[src/rtl/timer_display_pkg.sv]
// Shared types and constants for the MM:SS timer with a multiplexed
// four-digit seven-segment display.
//   bcd_t       - one BCD digit
//   seg_t       - active-low segment vector {g,f,e,d,c,b,a}
//   mmss_t      - packed BCD time, m1 (minutes tens) in the top nibble
//   run_state_t - run/pause state
// Helper functions: seg_of (digit -> segments), mmss_valid,
// mmss_inc and mmss_dec (BCD time step with carry/borrow).
package timer_display_pkg;

  typedef logic [3:0] bcd_t;
  typedef logic [6:0] seg_t;

  typedef struct packed {
    bcd_t m1;
    bcd_t m0;
    bcd_t s1;
    bcd_t s0;
  } mmss_t;

  typedef enum logic {
    ST_PAUSED  = 1'b0,
    ST_RUNNING = 1'b1
  } run_state_t;

  localparam seg_t SEG_BLANK = 7'b1111111;

  // Element n is the pattern for digit n (element 9 listed first).
  localparam logic [9:0][6:0] SEG_TABLE = {
    7'b0010000, 7'b0000000, 7'b1111000, 7'b0000010, 7'b0010010,
    7'b0011001, 7'b0110000, 7'b0100100, 7'b1111001, 7'b1000000
  };

  localparam mmss_t MMSS_MAX = 16'h5959;

  function automatic seg_t seg_of(bcd_t d);
    if (d <= 4'd9) return SEG_TABLE[d];
    return SEG_BLANK;
  endfunction

  function automatic logic mmss_valid(mmss_t t);
    return (t.m1 <= 4'd5) && (t.m0 <= 4'd9) && (t.s1 <= 4'd5) && (t.s0 <= 4'd9);
  endfunction

  // 59:59 wraps to 00:00.
  function automatic mmss_t mmss_inc(mmss_t t);
    mmss_t r;
    r = t;
    if (t.s0 != 4'd9) r.s0 = t.s0 + 4'd1;
    else begin
      r.s0 = 4'd0;
      if (t.s1 != 4'd5) r.s1 = t.s1 + 4'd1;
      else begin
        r.s1 = 4'd0;
        if (t.m0 != 4'd9) r.m0 = t.m0 + 4'd1;
        else begin
          r.m0 = 4'd0;
          if (t.m1 != 4'd5) r.m1 = t.m1 + 4'd1;
          else              r.m1 = 4'd0;
        end
      end
    end
    return r;
  endfunction

  // 00:00 would wrap to 59:59, but the run logic never steps from 00:00.
  function automatic mmss_t mmss_dec(mmss_t t);
    mmss_t r;
    r = t;
    if (t.s0 != 4'd0) r.s0 = t.s0 - 4'd1;
    else begin
      r.s0 = 4'd9;
      if (t.s1 != 4'd0) r.s1 = t.s1 - 4'd1;
      else begin
        r.s1 = 4'd5;
        if (t.m0 != 4'd0) r.m0 = t.m0 - 4'd1;
        else begin
          r.m0 = 4'd9;
          if (t.m1 != 4'd0) r.m1 = t.m1 - 4'd1;
          else              r.m1 = 4'd5;
        end
      end
    end
    return r;
  endfunction

endpackage

[src/rtl/timer_display_if.sv]
// Control and display bundle of the timer.
//   start_stop - one-cycle pulse, toggles run/pause
//   load       - one-cycle pulse, loads load_val when it is valid BCD MM:SS
//   load_val   - BCD MM:SS, [15:12] minutes tens
//   C          - active-low segments {g,f,e,d,c,b,a}
//   AN         - active-low digit enables, AN[3] leftmost
//   dp         - active-low colon
//   running    - high while counting
//   done       - terminal-count indication
// slave: the timer; master: whoever drives the controls.
interface timer_display_if;
  import timer_display_pkg::*;

  logic        start_stop;
  logic        load;
  logic [15:0] load_val;
  seg_t        C;
  logic [3:0]  AN;
  logic        dp;
  logic        running;
  logic        done;

  modport slave (
    input  start_stop, load, load_val,
    output C, AN, dp, running, done
  );

  modport master (
    output start_stop, load, load_val,
    input  C, AN, dp, running, done
  );

endinterface

[src/rtl/timer_display_tick_gen.sv]
// Modulo-DIV cycle counter producing a single-cycle enable.
//   clock - rising-edge clock
//   reset - asynchronous active-low reset
//   en    - count enable
//   clr   - synchronous clear to 0, overrides en
//   tick  - high while enabled and the count sits at DIV-1
//   count - current count value
module tick_gen #(
  parameter int unsigned DIV = 4
) (
  input  logic                   clock,
  input  logic                   reset,
  input  logic                   en,
  input  logic                   clr,
  output logic                   tick,
  output logic [$clog2(DIV)-1:0] count
);

  localparam int unsigned W = $clog2(DIV);
  localparam logic [W-1:0] LAST = W'(DIV - 1);

  logic [W-1:0] count_q, count_d;

  always_comb begin
    count_d = count_q;
    if (clr)     count_d = '0;
    else if (en) count_d = (count_q == LAST) ? '0 : count_q + W'(1);
  end

  always_ff @(posedge clock or negedge reset) begin
    if (!reset) count_q <= '0;
    else        count_q <= count_d;
  end

  assign tick  = en && (count_q == LAST);
  assign count = count_q;

endmodule

[src/rtl/timer_display.sv]
// MM:SS up/down timer driving a multiplexed 4-digit seven-segment display.
//   clock - sole rising-edge clock
//   reset - asynchronous active-low reset
//   bus   - control inputs and registered display/status outputs
// Parameters: SCAN_DIV cycles per digit step, SEC_DIV cycles per second,
// COUNT_DOWN selects direction, BLANK_LZ blanks a zero minutes-tens digit.
module timer_display
  import timer_display_pkg::*;
#(
  parameter int unsigned SCAN_DIV   = 100000,
  parameter int unsigned SEC_DIV    = 100000000,
  parameter bit          COUNT_DOWN = 1'b0,
  parameter bit          BLANK_LZ   = 1'b1
) (
  input  logic           clock,
  input  logic           reset,
  timer_display_if.slave bus
);

  localparam int unsigned SCAN_W = $clog2(SCAN_DIV);
  localparam int unsigned SEC_W  = $clog2(SEC_DIV);
  localparam logic [SEC_W-1:0] SEC_HALF = SEC_W'(SEC_DIV / 2);

  run_state_t state_q, state_d;
  mmss_t      time_q, time_d;
  logic       done_q, done_d;
  logic [1:0] idx_q, idx_d;
  logic [3:0] an_q, an_d;
  seg_t       seg_q, seg_d;
  logic       dp_q, dp_d;

  logic              scan_tick;
  logic [SCAN_W-1:0] scan_cnt_unused;
  logic              sec_tick;
  logic              sec_clr;
  logic [SEC_W-1:0]  sec_cnt;
  logic              running;
  mmss_t             load_time;
  bcd_t              digit;

  assign running   = (state_q == ST_RUNNING);
  assign load_time = bus.load_val;

  tick_gen #(.DIV(SCAN_DIV)) u_scan (
    .clock (clock),
    .reset (reset),
    .en    (1'b1),
    .clr   (1'b0),
    .tick  (scan_tick),
    .count (scan_cnt_unused)
  );

  tick_gen #(.DIV(SEC_DIV)) u_sec (
    .clock (clock),
    .reset (reset),
    .en    (running),
    .clr   (sec_clr),
    .tick  (sec_tick),
    .count (sec_cnt)
  );

  // Run state and time. The if/else chain encodes load > start_stop >
  // sec_tick, so a tick coinciding with either control pulse is dropped.
  always_comb begin
    state_d = state_q;
    time_d  = time_q;
    done_d  = COUNT_DOWN ? done_q : 1'b0;
    sec_clr = 1'b0;
    if (bus.load && mmss_valid(load_time)) begin
      time_d  = load_time;
      state_d = ST_PAUSED;
      done_d  = 1'b0;
      sec_clr = 1'b1;
    end else if (bus.start_stop && !(COUNT_DOWN && (time_q == '0))) begin
      state_d = running ? ST_PAUSED : ST_RUNNING;
      sec_clr = 1'b1;
    end else if (sec_tick) begin
      if (COUNT_DOWN) begin
        time_d = mmss_dec(time_q);
        if (time_d == '0) begin
          state_d = ST_PAUSED;
          done_d  = 1'b1;
        end
      end else begin
        time_d = mmss_inc(time_q);
        if (time_q == MMSS_MAX) done_d = 1'b1;
      end
    end
  end

  // Display scan; outputs are registered from the current index and time.
  always_comb begin
    idx_d = scan_tick ? idx_q + 2'd1 : idx_q;
    case (idx_q)
      2'd0:    digit = time_q.s0;
      2'd1:    digit = time_q.s1;
      2'd2:    digit = time_q.m0;
      default: digit = time_q.m1;
    endcase
    seg_d = seg_of(digit);
    if (BLANK_LZ && (idx_q == 2'd3) && (time_q.m1 == '0)) seg_d = SEG_BLANK;
    an_d = ~(4'b0001 << idx_q);
    dp_d = ~((idx_q == 2'd2) && (!running || (sec_cnt < SEC_HALF)));
  end

  always_ff @(posedge clock or negedge reset) begin
    if (!reset) begin
      state_q <= ST_PAUSED;
      time_q  <= '0;
      done_q  <= 1'b0;
      idx_q   <= '0;
      an_q    <= '1;
      seg_q   <= SEG_BLANK;
      dp_q    <= 1'b1;
    end else begin
      state_q <= state_d;
      time_q  <= time_d;
      done_q  <= done_d;
      idx_q   <= idx_d;
      an_q    <= an_d;
      seg_q   <= seg_d;
      dp_q    <= dp_d;
    end
  end

  assign bus.C       = seg_q;
  assign bus.AN      = an_q;
  assign bus.dp      = dp_q;
  assign bus.running = running;
  assign bus.done    = done_q;

endmodule

[src/flat_wrapper.sv]
// flat-port wrapper written by rule: the top's interface ports become plain ports
module timer_display_flat import timer_display_pkg::*;
#(
  parameter int unsigned SCAN_DIV   = 100000,
  parameter int unsigned SEC_DIV    = 100000000,
  parameter bit          COUNT_DOWN = 1'b0,
  parameter bit          BLANK_LZ   = 1'b1
)
  (clock, reset, bus_start_stop, bus_load, bus_load_val, bus_C, bus_AN, bus_dp, bus_running, bus_done);
  timer_display_if bus_i ();
  input  logic clock;
  input  logic reset;
  input wire logic [$bits(bus_i.start_stop)-1:0] bus_start_stop;
  input wire logic [$bits(bus_i.load)-1:0] bus_load;
  input wire logic [$bits(bus_i.load_val)-1:0] bus_load_val;
  output wire logic [$bits(bus_i.C)-1:0] bus_C;
  output wire logic [$bits(bus_i.AN)-1:0] bus_AN;
  output wire logic [$bits(bus_i.dp)-1:0] bus_dp;
  output wire logic [$bits(bus_i.running)-1:0] bus_running;
  output wire logic [$bits(bus_i.done)-1:0] bus_done;
  assign bus_i.start_stop = bus_start_stop;
  assign bus_i.load = bus_load;
  assign bus_i.load_val = bus_load_val;
  assign bus_C = bus_i.C;
  assign bus_AN = bus_i.AN;
  assign bus_dp = bus_i.dp;
  assign bus_running = bus_i.running;
  assign bus_done = bus_i.done;
  timer_display #(.SCAN_DIV(SCAN_DIV), .SEC_DIV(SEC_DIV), .COUNT_DOWN(COUNT_DOWN), .BLANK_LZ(BLANK_LZ)) u_core (.clock(clock), .reset(reset), .bus(bus_i));
endmodule
[config.mk]
export PLATFORM = sky130hd
export DESIGN_NAME = timer_display_flat
export DESIGN_NICKNAME = d
export VERILOG_FILES = /design/src/rtl/timer_display_pkg.sv /design/src/rtl/timer_display_if.sv /design/src/rtl/timer_display_tick_gen.sv /design/src/rtl/timer_display.sv /design/src/flat_wrapper.sv
export SDC_FILE = /design/constraint.sdc
export NUM_CORES = 1
export LEC_CHECK = 0
export CAP_MARGIN = 10
export CORE_UTILIZATION = 45
export DETAILED_ROUTE_END_ITERATION = 10
export GPL_TIMING_DRIVEN = 1
export HOLD_SLACK_MARGIN = 0.12
export SYNTH_ARGS = -nofsm -noshare
export SYNTH_HDL_FRONTEND = slang
export SYNTH_SLANG_ARGS = --single-unit
[constraint.sdc]
create_clock -name clock -period 4.5 [get_ports clock]
set_input_delay 1.125 -clock clock [delete_from_list [all_inputs] [get_ports clock]]
set_output_delay 1.125 -clock clock [all_outputs]
set_load 0.05 [all_outputs]
==> Word level (Yosys, flattened, before mapping) <==
Memories as Yosys holds them, arrays and structs flattened.
Cells that the tools add are included.
W data, S select, Z words.
{ "totals": {"reg_bits": 76, "rom_bits": 112, "input_bits": 20, "out_inout_bits": 14, "elab_cells": 91, "mem_count": 1} }
{ "op_classes": {"addsub": 7, "magnitude_cmp": 7, "eq_ne": 14, "n_shift": 1, "n_mux": 29, "bitwise": 2, "n_reduce_logical": 18} }
{ "mem_list": {"columns": ["memory", "words", "width", "read_ports", "rd_clocked_by_memory_dff", "write_ports", "line", "rtl"], "rows": [
  ["(no name shown)", 16, 7, 1, 0, 0, "timer_display_pkg.sv:37", "if (d <= 4'd9) return SEG_TABLE[d];"]
]} }
{ "op_table": {"columns": ["operator", "count"], "rows": [
  ["$mux W27", 3],
  ["$mux W16", 3],
  ["$mux W7", 4],
  ["$add A27 B1 Y27 const B", 1],
  ["$eq A27 B27 Y1 const B", 1],
  ["$lt A27 B26 Y1 const B", 1],
  ["$mux W4", 5],
  ["$add A17 B1 Y17 const B", 1],
  ["$eq A17 B17 Y1 const B", 1],
  ["$mux W17", 1],
  ["$add A4 B1 Y4 const B", 4],
  ["$eq A16 B15 Y1 const B", 1],
  ["$le A4 B4 Y1 const B", 3],
  ["$mux W12", 1],
  ["$pmux W4 S3", 1],
  ["$mux W1", 10],
  ["$le A4 B3 Y1 const B", 2],
  ["$mux W8", 1],
  ["$ne A2 B1 Y1 const B", 4],
  ["$ne A4 B3 Y1 const B", 2],
  ["$ne A4 B4 Y1 const B", 2],
  ["$logic_and A1 B1 Y1", 7],
  ["$reduce_bool A2 Y1", 3],
  ["$lt A4 B5 Y1 const B", 1],
  ["14 further kinds", 15]
]} }

==> Longest topological paths before layout <==
Gate-level depths: netlist of run 1.
{ "logic_depth": {"ltp_word": 8, "mapped_depth": 10, "ltp_nobuf": 10} }

==> Modules after synthesis <==
From an unflattened synthesis of run 1, not the netlist that was laid out.
{ "hier_totals": {"cells_unflattened": 488, "hier_area_um2": 4614.4} }
{ "modules_own_cells": {"columns": ["mod", "n_inst", "cells_each", "area_per_inst_um2"], "rows": [
  ["timer_display", 1, 213, 1998.2],
  ["tick_gen at u_core.u_sec", 1, 166, 1574.0],
  ["tick_gen at u_core.u_scan", 1, 109, 1042.2]
]} }

==> Least setup slack after synthesis of run 1 <==
No wires, ideal clock.
{ "synth_timing": {"path_type": "input to register", "start": "in bus_start_stop", "end": "reg u_core.time_q[8] (netlist name)", "setup_time_ns": 0.082, "arrival_ns": 2.517, "required_ns": 4.418, "path_slack_ns": 1.901, "cell_stages": 6, "n_path_buf": 1, "cell_sequence": "nand2b_2 -> nor4_4 -> nand4_4 -> buf_2 -> or3_1 -> a31oi_1"} }
{ "synth_between": {"elab_chain_cells": 2} }
{ "synth_lines": {"columns": ["element", "line", "rtl"], "rows": [
  ["from (decl)", "flat_wrapper.sv:13", "input wire logic [$bits(bus_i.start_stop)-1:0] bus_start_stop;"],
  ["$ne A2 B1 Y1 (no source line)", null, null],
  ["$reduce_and A4 Y1 (no source line)", null, null],
  ["to (signal assigned)", "timer_display.sv:117", "time_q <= time_d;"],
  ["to (decl)", "timer_display.sv:25", "mmss_t time_q, time_d;"]
]} }
Every way passes these cells.
A chain may end at the register's enable or synchronous reset.

==> Final worst setup path of run 1 <==
{ "layout_timing": {"start": "in bus_start_stop", "end": "reg u_core.time_q[9] (netlist name)"} }
The elaborated chain is that of the path after synthesis.

==> flow_metrics.env, run 1 <==
export IMPL_reg2regPathDepth=10
export IMPL_area_growth_pct=13.8
export IMPL_ys_warn_count=0
export IMPL_synth_edf_count=0
export IMPL_ios=34
export IMPL_drt_iter0_drc=216
export IMPL_synth_seq_cells=76
export IMPL_synth_fp_nets=498
export IMPL_end_kind="flop"
export IMPL_ys_async_sr_fraction=1.00
export IMPL_whs_path_depth=1
export IMPL_setup_viol=0
export IMPL_antenna_found_initial=0
export IMPL_slew_headroom=0.294
export IMPL_cts_max_level=3
export IMPL_p_leak_nw=2.01
export IMPL_status="finished, final reports clean"
export IMPL_grt_setup_unrepaired="false"
export IMPL_hold_class="reg -> reg"
export IMPL_final_hold_violation_count=0
export IMPL_drv_slew=0
export IMPL_grt_pass1_vias=3534
export IMPL_timing_rr_end="u_core.bus.C[4]$_DFF_PN1_"
export IMPL_synthDistinctLibCells=65
export IMPL_crit_path_max_fanout=13
export IMPL_dp_hpwl_um=6820
export IMPL_fin_area_um2=4990
export IMPL_grt_start_max_net_pins=77
export IMPL_required_ns=4.78
export IMPL_cts_root_buf="clkbuf_8"
export IMPL_crit_type="in -> reg"
export IMPL_dp_cells=610
export IMPL_viasPerCell=5.92
export IMPL_placementRows=35
export IMPL_worst_pin_slew_ns=1.05
export IMPL_cts_sinks=76
export IMPL_start_util=0.470
export IMPL_postCtsHoldBufs=0
export IMPL_cts_setup_buffers=0
export IMPL_crit_arrival_ns=3.23
export IMPL_synthesis_area_um2=4380
export IMPL_ys_flop_type="dfrtp_1"
export IMPL_place_ws_ns=1.15
export IMPL_yosysSeqAreaShare=0.437
export IMPL_placedInstanceArea_um2=4800
export IMPL_track_usage=0.217
export IMPL_clk_insertion_delay_late_ns=0.36
export IMPL_place_gp_congestion=0.797
export IMPL_drcViolationCount=0
export IMPL_peakVddDrop_mv=0.157
export IMPL_cts_repair_resized=0
export IMPL_die_h_um=101
export IMPL_synth_cells=466
export IMPL_reg2reg_slack_ns=1.95
export IMPL_diodes=0
export IMPL_fmaxAchievable_ghz=0.339
export IMPL_finalClockSkew_ns=0.0155
export IMPL_cts_tree="done"
export IMPL_final_nets=524
export IMPL_cts_buffer_depth=2
export IMPL_multiInputGateArea_um2=2290
export IMPL_syn_avg_cell_area_um2=9.40
export IMPL_portBuffers=33
export IMPL_setup_ws_ns=1.55
export IMPL_min_to="u_core.u_scan.count[0]$_DFF_PN0_"
export IMPL_core_area_um2=9330
export IMPL_cts_buffers=9
export IMPL_grt_pass1_wl_um=17400
export IMPL_die_w_um=101
export IMPL_r2r_start="u_core.idx_q[0]$_DFFE_PN0N_"
export IMPL_setup_tns_final_ns=0
export IMPL_stdcell_count=626
export IMPL_worstHoldStart="u_core.u_scan.count[0]$_DFF_PN0_"
export IMPL_finalCritPeriodShare=0.656
export IMPL_cap_violations=0
export IMPL_routed_wl_um=9960
export IMPL_vias=3705
export IMPL_min_period_ns=2.95
export IMPL_drive_above_1_share=0.103
export IMPL_ant_nets=0
export IMPL_p_per_area_nw_per_um2=362
export IMPL_seqCellArea_um2=1920
export IMPL_start_kind="input port"
export IMPL_dieArea_um2=10100
export IMPL_overflow=0
export IMPL_wire_per_inst_um=15.9
export IMPL_firstDrtPassIters=4
export IMPL_clk_transition_reported_paths_ns=0.10
export IMPL_fillerInstances=868
worst max path at each step:
stage                     slack, ns                       endpoint  cells after the start            from
final                          1.55   u_core.time_q[9]$_DFFE_PN0P_                      6  bus_start_stop
after global routing           1.37  u_core.time_q[15]$_DFFE_PN0P_                      6  bus_start_stop
after CTS                      1.53   u_core.time_q[9]$_DFFE_PN0P_                      6  bus_start_stop
after detailed placement       1.15   u_core.time_q[9]$_DFFE_PN0P_                      6  bus_start_stop
after global placement         1.19   u_core.time_q[9]$_DFFE_PN0P_                      6  bus_start_stop
after floorplan                1.90   u_core.time_q[8]$_DFFE_PN0P_                      6  bus_start_stop
cells in the mapped netlist, types with 12 or more instances:
library cell | instances | area share
a21oi_1 | 22 | 0.025
a31oi_1 | 32 | 0.046
dfrtp_1 | 64 | 0.37
dfstp_2 | 12 | 0.072
ha_1 | 12 | 0.034
inv_1 | 21 | 0.018
nand2_1 | 44 | 0.038
nand3_1 | 18 | 0.021
nand4_1 | 14 | 0.020
nor2_1 | 33 | 0.028
o21ai_0 | 27 | 0.031
xnor2_1 | 13 | 0.026
final cells by class:
class                      count  area share
multi-input combinational    346       0.458
timing repair buffer          37      0.0718
inverter                      22      0.0166
sequential                    76       0.384
clock inverter                 7      0.0115
clock buffer                   9      0.0248
tap                          129      0.0324
layer usage:
layer | track usage | wire [um]
met4 | 0.0502 | 90
met3 | 0.0388 | 411
met2 | 0.340 | 4610
met5 | 0 | 0
met1 | 0.313 | 4840
per-stage QoR:
stage                      util  hold slack [ns]  power (W)
after global placement    0.515            0.477    0.00131
after global routing      0.535            0.518    0.00191
after CTS                 0.535            0.493    0.00182
final                     0.535            0.487    0.00180
after floorplan               -            0.453    0.00116
after detailed placement  0.515            0.481    0.00132
power by group:
part	switching [W]	total [W]	internal, W
clock	0.000288	0.000496	0.000208
sequential	0.0000791	0.000856	0.000777
combinational	0.000284	0.000450	0.000166
cell families after synthesis:
logic type / count (synthesis) / synth area share
adders and majority gates: 12 / 0.0343
xor gates and xnor gates: 19 / 0.0380
and+or+nand+nor: 187 / 0.255
AOI/OAI and AO/OA: 120 / 0.176
muxes: 8 / 0.0183
DFF: 76 / 0.437
buffers and inverters: 44 / 0.0408
critical path: stages:
cell,delay (ns)
clkdlybuf4s50_1,0.49
nand2b_2,0.30
nor4_4,0.37
nand4_4,0.24
or4_1,0.54
a31oi_1,0.16
sequential cells by signal (all words and copies together), names as in the netlist:
signal / flops
u_core.bus.done: 1
u_core.u_sec.count: 27
u_core.time_q: 16
u_core.bus.C: 7
u_core.idx_q: 2
u_core.bus.dp: 1
u_core.u_scan.count: 17
u_core.bus.AN: 4
u_core.bus.running: 1
cells in the final DEF, fill, tap and decap left out, drive strengths merged, types with 6 or more instances in the layout:
master / synthesis / layout
mux2i: 8 / 8
dfstp: 12 / 12
inv: 21 / 24
nand4: 17 / 17
nor2: 33 / 33
nor4: 11 / 11
xnor2: 13 / 13
clkbuf: 11 / 9
clkdlybuf4s50: 0 / 32
and4: 8 / 8
xor2: 6 / 6
nand3: 19 / 19
nor3: 8 / 8
dfrtp: 64 / 64
nand2: 44 / 44
a21oi: 22 / 22
o21ai: 32 / 32
ha: 12 / 12
nand2b: 7 / 7
and3: 8 / 8
a31oi: 32 / 32
Power figures use the tool's default switching activity.
==> run 2, diff against run 1 <==
PLACE_DENSITY = 0.67   (was unset)
clock period = 2.6 ns   (was 4.5 ns; I/O delays follow)
==> run 2 against run 1 <==
Against the previous run: worst setup slack got worse by 1.3 ns; final cell count rose by 4.3%; sequential power rose by 73%; die area did not move; clock power rose by 70%; power rose by 76%; critical path depth fell by 5; worst hold slack got worse by 0.24 ns; flip-flop and latch count did not move; global-route usage fell by 0.25 points; routed wire length rose by 1.9%; critical path type is now reg -> out; largest cell class unchanged; highest routed layer unchanged.
==> flow_metrics.env, run 2 (synthesis results as in run 1) <==
export IMPL_cap_violations=0
export IMPL_firstDrtPassIters=5
export IMPL_finalClockSkew_ns=0.0158
export IMPL_path_buf_inv=1
export IMPL_slew_headroom=0.284
export IMPL_p_leak_nw=2.15
export IMPL_cts_buffers=9
export IMPL_grt_pass1_wl_um=17100
export IMPL_p_seq_frac=0.466
export IMPL_start_kind="flop"
export IMPL_track_usage=0.214
export IMPL_drive_above_1_share=0.151
export IMPL_crit_start="u_core.bus.running$_DFFE_PN0N_"
export IMPL_r2r_start="u_core.idx_q[0]$_DFFE_PN0N_"
export IMPL_grt_setup_unrepaired="false"
export IMPL_ant_nets=0
export IMPL_largest_reg_flops=27
export IMPL_crit_family="buffers and inverters"
export IMPL_crit_arrival_ns=1.74
export IMPL_vias=3722
export IMPL_dieArea_um2=10100
export IMPL_ios=34
export IMPL_worst_pin_slew_ns=1.07
export IMPL_final_hold_violation_count=0
export IMPL_wire_per_inst_um=15.5
export IMPL_crit_path_max_fanout=8
export IMPL_portBuffers=33
export IMPL_peakVddDrop_mv=0.395
export IMPL_drv_slew=0
export IMPL_swShare=0.357
export IMPL_p_per_area_nw_per_um2=608
export IMPL_route_met3_wl_um=469
export IMPL_power_w=0.00317
export IMPL_hold_class="in -> async"
export IMPL_path_cells="clkdlybuf4s50_1"
export IMPL_setup_viol=0
export IMPL_layout_common_cells="64 x dfrtp_1, 44 x nand2_1, 33 x nor2_1"
export IMPL_finalCritPeriodShare=0.921
export IMPL_cts_setup_buffers=0
export IMPL_wl_met1_um=4880
export IMPL_place_gp_congestion=0.878
export IMPL_overflow=0
export IMPL_end_kind="output port"
export IMPL_clk_transition_reported_paths_ns=0.08
export IMPL_crit_slowest_cell="clkdlybuf4s50_1"
export IMPL_grt_pass1_vias=3505
export IMPL_dp_hpwl_um=7310
export IMPL_clk_insertion_delay_late_ns=0.36
export IMPL_reg2reg_slack_ns=0.33
export IMPL_antenna_found_initial=0
export IMPL_cts_root_buf="clkbuf_8"
export IMPL_core_area_um2=9330
export IMPL_fmaxAchievable_ghz=0.418
export IMPL_p_sw_w=0.00113
export IMPL_top_layer="met4"
export IMPL_drt_iter0_drc=167
export IMPL_cts_buffer_depth=2
export IMPL_routed_wl_um=10100
export IMPL_dr_wl_met2_um=4640
export IMPL_clkPwrFrac=0.266
export IMPL_area_growth_pct=19.1
export IMPL_diodes=0
export IMPL_cts_tree="done"
export IMPL_final_common_cell="dfrtp_1"
export IMPL_placementRows=35
export IMPL_cts_max_level=3
export IMPL_crit_path_max_incr_delay_ns=0.86
export IMPL_drcViolationCount=0
export IMPL_die_h_um=101
export IMPL_grt_start_max_net_pins=46
export IMPL_min_period_ns=2.39
export IMPL_required_ns=1.95
export IMPL_intPower_w=0.00204
export IMPL_power_frac_comb=0.268
export IMPL_crit_type="reg -> out"
export IMPL_viasPerCell=5.70
export IMPL_fillerInstances=851
export IMPL_final_nets=551
export IMPL_die_w_um=101
export IMPL_hold_ws_ns=0.249
export IMPL_postCtsHoldBufs=0
export IMPL_start_util=0.470
export IMPL_status="finished, final reports clean"
export IMPL_cts_sinks=76
-- run 2: cell count changes in the layout (fill, tap and decap cells not counted) --
cell      before  now
buf_4          5   30
buf_12         0    2
a21oi_1       22   21
a21oi_2        0    1
clkinv_4       1    0
inv_6          2    3
-- run 2: layout make-up --
cell class	instances	area, um^2	share of cell area
multi-input combinational	346	2290	0.439
clock inverter	7	57.6	0.0110
sequential	76	1920	0.367
timing repair buffer	64	586	0.112
tap	129	161	0.0309
clock buffer	9	124	0.0237
inverter	22	82.6	0.0158
-- run 2: worst paths after layout --
| check | endpoint | depth (start not counted) |
|---|---|---|
| worst max-delay path | bus_running | 1 |
| min in group clock | u_core.u_scan.count[0]$_DFF_PN0_ | 1 |
| max in group asynchronous | u_core.bus.AN[2]$_DFF_PN1_ | 2 |
| worst min register to register | u_core.u_scan.count[0]$_DFF_PN0_ | 1 |
| worst max register to register | u_core.bus.C[4]$_DFF_PN1_ | 10 |
| worst min-delay path | u_core.u_sec.count[21]$_DFFE_PN0P_ | 1 |
-- run 2: stage by stage --
step / cells / setup slack, ns / TNS, ns / utilization / area (um^2)
2_1_floorplan: 466 / 0.440 / 0 / - / 4380
3_3_place_gp: 637 / 0.0261 / 0 / 0.540 / 5030
3_5_place_dp: 637 / -0.0759 / -0.106 / 0.540 / 5030
4_1_cts: 653 / 0.183 / 0 / 0.559 / 5210
5_1_grt: 653 / 0.0604 / 0 / 0.559 / 5220
6_report: 653 / 0.206 / 0 / 0.559 / 5220
-- run 2: power by group through the flow --
| stage | Combinational, W | Clock (W) | Sequential [W] |
|---|---|---|---|
| 4_1_cts | 0.000850 | 0.000868 | 0.00147 |
| 2_1_floorplan | 0.000333 | 0 | 0.00168 |
| 6_report | 0.000851 | 0.000843 | 0.00148 |
| 3_3_place_gp | 0.000826 | 0 | 0.00149 |
| 5_1_grt | 0.000927 | 0.000910 | 0.00149 |
| 3_5_place_dp | 0.000846 | 0 | 0.00149 |
-- run 2: layer usage --
layer / vias to the layer above / GRT usage
li1: 1837 / -
met1: 1783 / 0.303
met2: 89 / 0.331
met3: 13 / 0.0319
met4: 0 / 0.0847
met5: - / 0
-- run 2: repair_timing --
item                                    4_1_cts  5_1_grt
endpoints found under the hold margin         0        0
endpoints found under the setup margin        0        2
gates resized for setup                       0        1
==> run 3, diff against run 2 <==
MAX_ROUTING_LAYER = met4   (was unset)
==> run 3 against run 2 <==
Against the previous run: final cell count unchanged; clock power about the same; critical path depth unchanged; non-clock buffer count unchanged; routed wire length up 0.44%; first-iteration DRC count down 19%; flip-flop and latch count unchanged; global-route usage up 0.61 points; largest cell class unchanged; largest power group unchanged; highest routed layer unchanged.
==> flow_metrics.env, run 3 (synthesis results as in run 1) <==
export IMPL_placedInstanceArea_um2=5030
export IMPL_power_frac_comb=0.268
export IMPL_cts_sinks=76
export IMPL_worst_pin_slew_ns=1.10
export IMPL_dp_hpwl_um=7310
export IMPL_portBuffers=33
export IMPL_area_growth_pct=19.1
export IMPL_dieArea_um2=10100
export IMPL_hold_class="in -> async"
export IMPL_slew_headroom=0.261
export IMPL_ant_nets=0
export IMPL_cts_setup_buffers=0
export IMPL_finalCritPeriodShare=0.925
export IMPL_crit_path_max_fanout=8
export IMPL_die_w_um=101
export IMPL_placementRows=35
export IMPL_crit_family="buffers and inverters"
export IMPL_status="finished, final reports clean"
export IMPL_dp_cells=637
export IMPL_grt_setup_unrepaired="false"
export IMPL_crit_path_max_incr_delay_ns=0.87
export IMPL_start_util=0.470
export IMPL_clk_insertion_delay_late_ns=0.36
export IMPL_largest_reg_flops=27
export IMPL_p_leak_nw=2.15
export IMPL_place_gp_congestion=0.893
export IMPL_final_nets=551
export IMPL_viasPerCell=5.74
export IMPL_swShare=0.357
export IMPL_p_seq_frac=0.466
export IMPL_fmaxAchievable_ghz=0.416
export IMPL_intPower_w=0.00204
export IMPL_setup_ws_ns=0.195
export IMPL_place_ws_ns=-0.0759
export IMPL_routed_wl_um=10200
export IMPL_setup_viol=0
export IMPL_path_buf_inv=1
export IMPL_start_kind="flop"
export IMPL_crit_type="reg -> out"
export IMPL_fin_area_um2=5220
export IMPL_grt_pass1_vias=3511
export IMPL_layout_common_cells="64 x dfrtp_1, 44 x nand2_1, 33 x nor2_1"
export IMPL_core_area_um2=9330
export IMPL_finalClockSkew_ns=0.0156
export IMPL_required_ns=1.95
export IMPL_vias=3746
export IMPL_cts_max_level=3
export IMPL_grt_start_max_net_pins=46
export IMPL_fillerInstances=851
export IMPL_end_kind="output port"
export IMPL_p_sw_w=0.00113
export IMPL_firstDrtPassIters=5
export IMPL_diodes=0
export IMPL_stdcell_count=653
export IMPL_wire_per_inst_um=15.6
export IMPL_path_cells="clkdlybuf4s50_1"
export IMPL_clk_transition_reported_paths_ns=0.08
export IMPL_ios=34
export IMPL_cap_violations=0
export IMPL_power_w=0.00317
export IMPL_grt_pass1_wl_um=17000
export IMPL_final_common_cell="dfrtp_1"
export IMPL_drt_iter0_drc=135
export IMPL_peakVddDrop_mv=0.395
export IMPL_p_per_area_nw_per_um2=608
export IMPL_cts_tree="done"
export IMPL_cts_buffers=9
export IMPL_antenna_found_initial=0
export IMPL_crit_slowest_cell="clkdlybuf4s50_1"
export IMPL_min_period_ns=2.41
export IMPL_track_usage=0.221
export IMPL_drv_slew=0
export IMPL_clkPwrFrac=0.266
export IMPL_final_hold_violation_count=0
export IMPL_overflow=0
export IMPL_drive_above_1_share=0.151
export IMPL_die_h_um=101
export IMPL_cts_root_buf="clkbuf_8"
export IMPL_cts_buffer_depth=2
export IMPL_crit_arrival_ns=1.76
export IMPL_drcViolationCount=0
[run 3: power by group through the flow]
stage | clock network [W] | logic, W | registers [W]
2_1_floorplan | 0 | 0.000333 | 0.00168
3_3_place_gp | 0 | 0.000826 | 0.00149
3_5_place_dp | 0 | 0.000846 | 0.00149
4_1_cts | 0.000868 | 0.000850 | 0.00147
5_1_grt | 0.000910 | 0.000927 | 0.00149
6_report | 0.000844 | 0.000852 | 0.00148
[run 3: final cells by class]
class                      instances  area, um^2  area share
multi-input combinational        346        2290       0.439
sequential                        76        1920       0.367
timing repair buffer              64         586       0.112
tap                              129         161      0.0309
clock buffer                       9         124      0.0237
inverter                          22        82.6      0.0158
clock inverter                     7        57.6      0.0110
[run 3: layer usage]
layer,global-route usage,vias to the layer above,routed length (um)
met5,-,-,0
met4,0.0847,0,174
met3,0.0319,17,473
met2,0.334,103,4660
met1,0.300,1783,4890
li1,-,1843,-
[run 3: per-stage QoR]
step	setup TNS, ns	utilization	hold WS, ns
after CTS	0	0.559	0.267
final	0	0.559	0.245
after floorplan	0	-	0.354
after detailed placement	-0.106	0.540	0.475
after global routing	0	0.559	0.288
after global placement	0	0.540	0.472
[run 3: what timing repair did]
item                                    CTS  global route
hold buffers                              0             0
endpoints found under the setup margin    0             2
resized for setup                         0             1
[run 3: path summary, 6_finish.rpt]
check,start,end,slack (ns),cells after the start
worst max register to register,u_core.idx_q[0]$_DFFE_PN0N_,u_core.bus.C[4]$_DFF_PN1_,0.34,10
min in group clock,u_core.u_scan.count[0]$_DFF_PN0_,u_core.u_scan.count[0]$_DFF_PN0_,0.48,1
worst max-delay path,u_core.bus.running$_DFFE_PN0N_,bus_running,0.19,1
worst min register to register,u_core.u_scan.count[0]$_DFF_PN0_,u_core.u_scan.count[0]$_DFF_PN0_,0.48,1
worst min-delay path,reset,u_core.u_sec.count[21]$_DFFE_PN0P_,0.25,1
max in group asynchronous,reset,u_core.bus.AN[2]$_DFF_PN1_,1.71,2
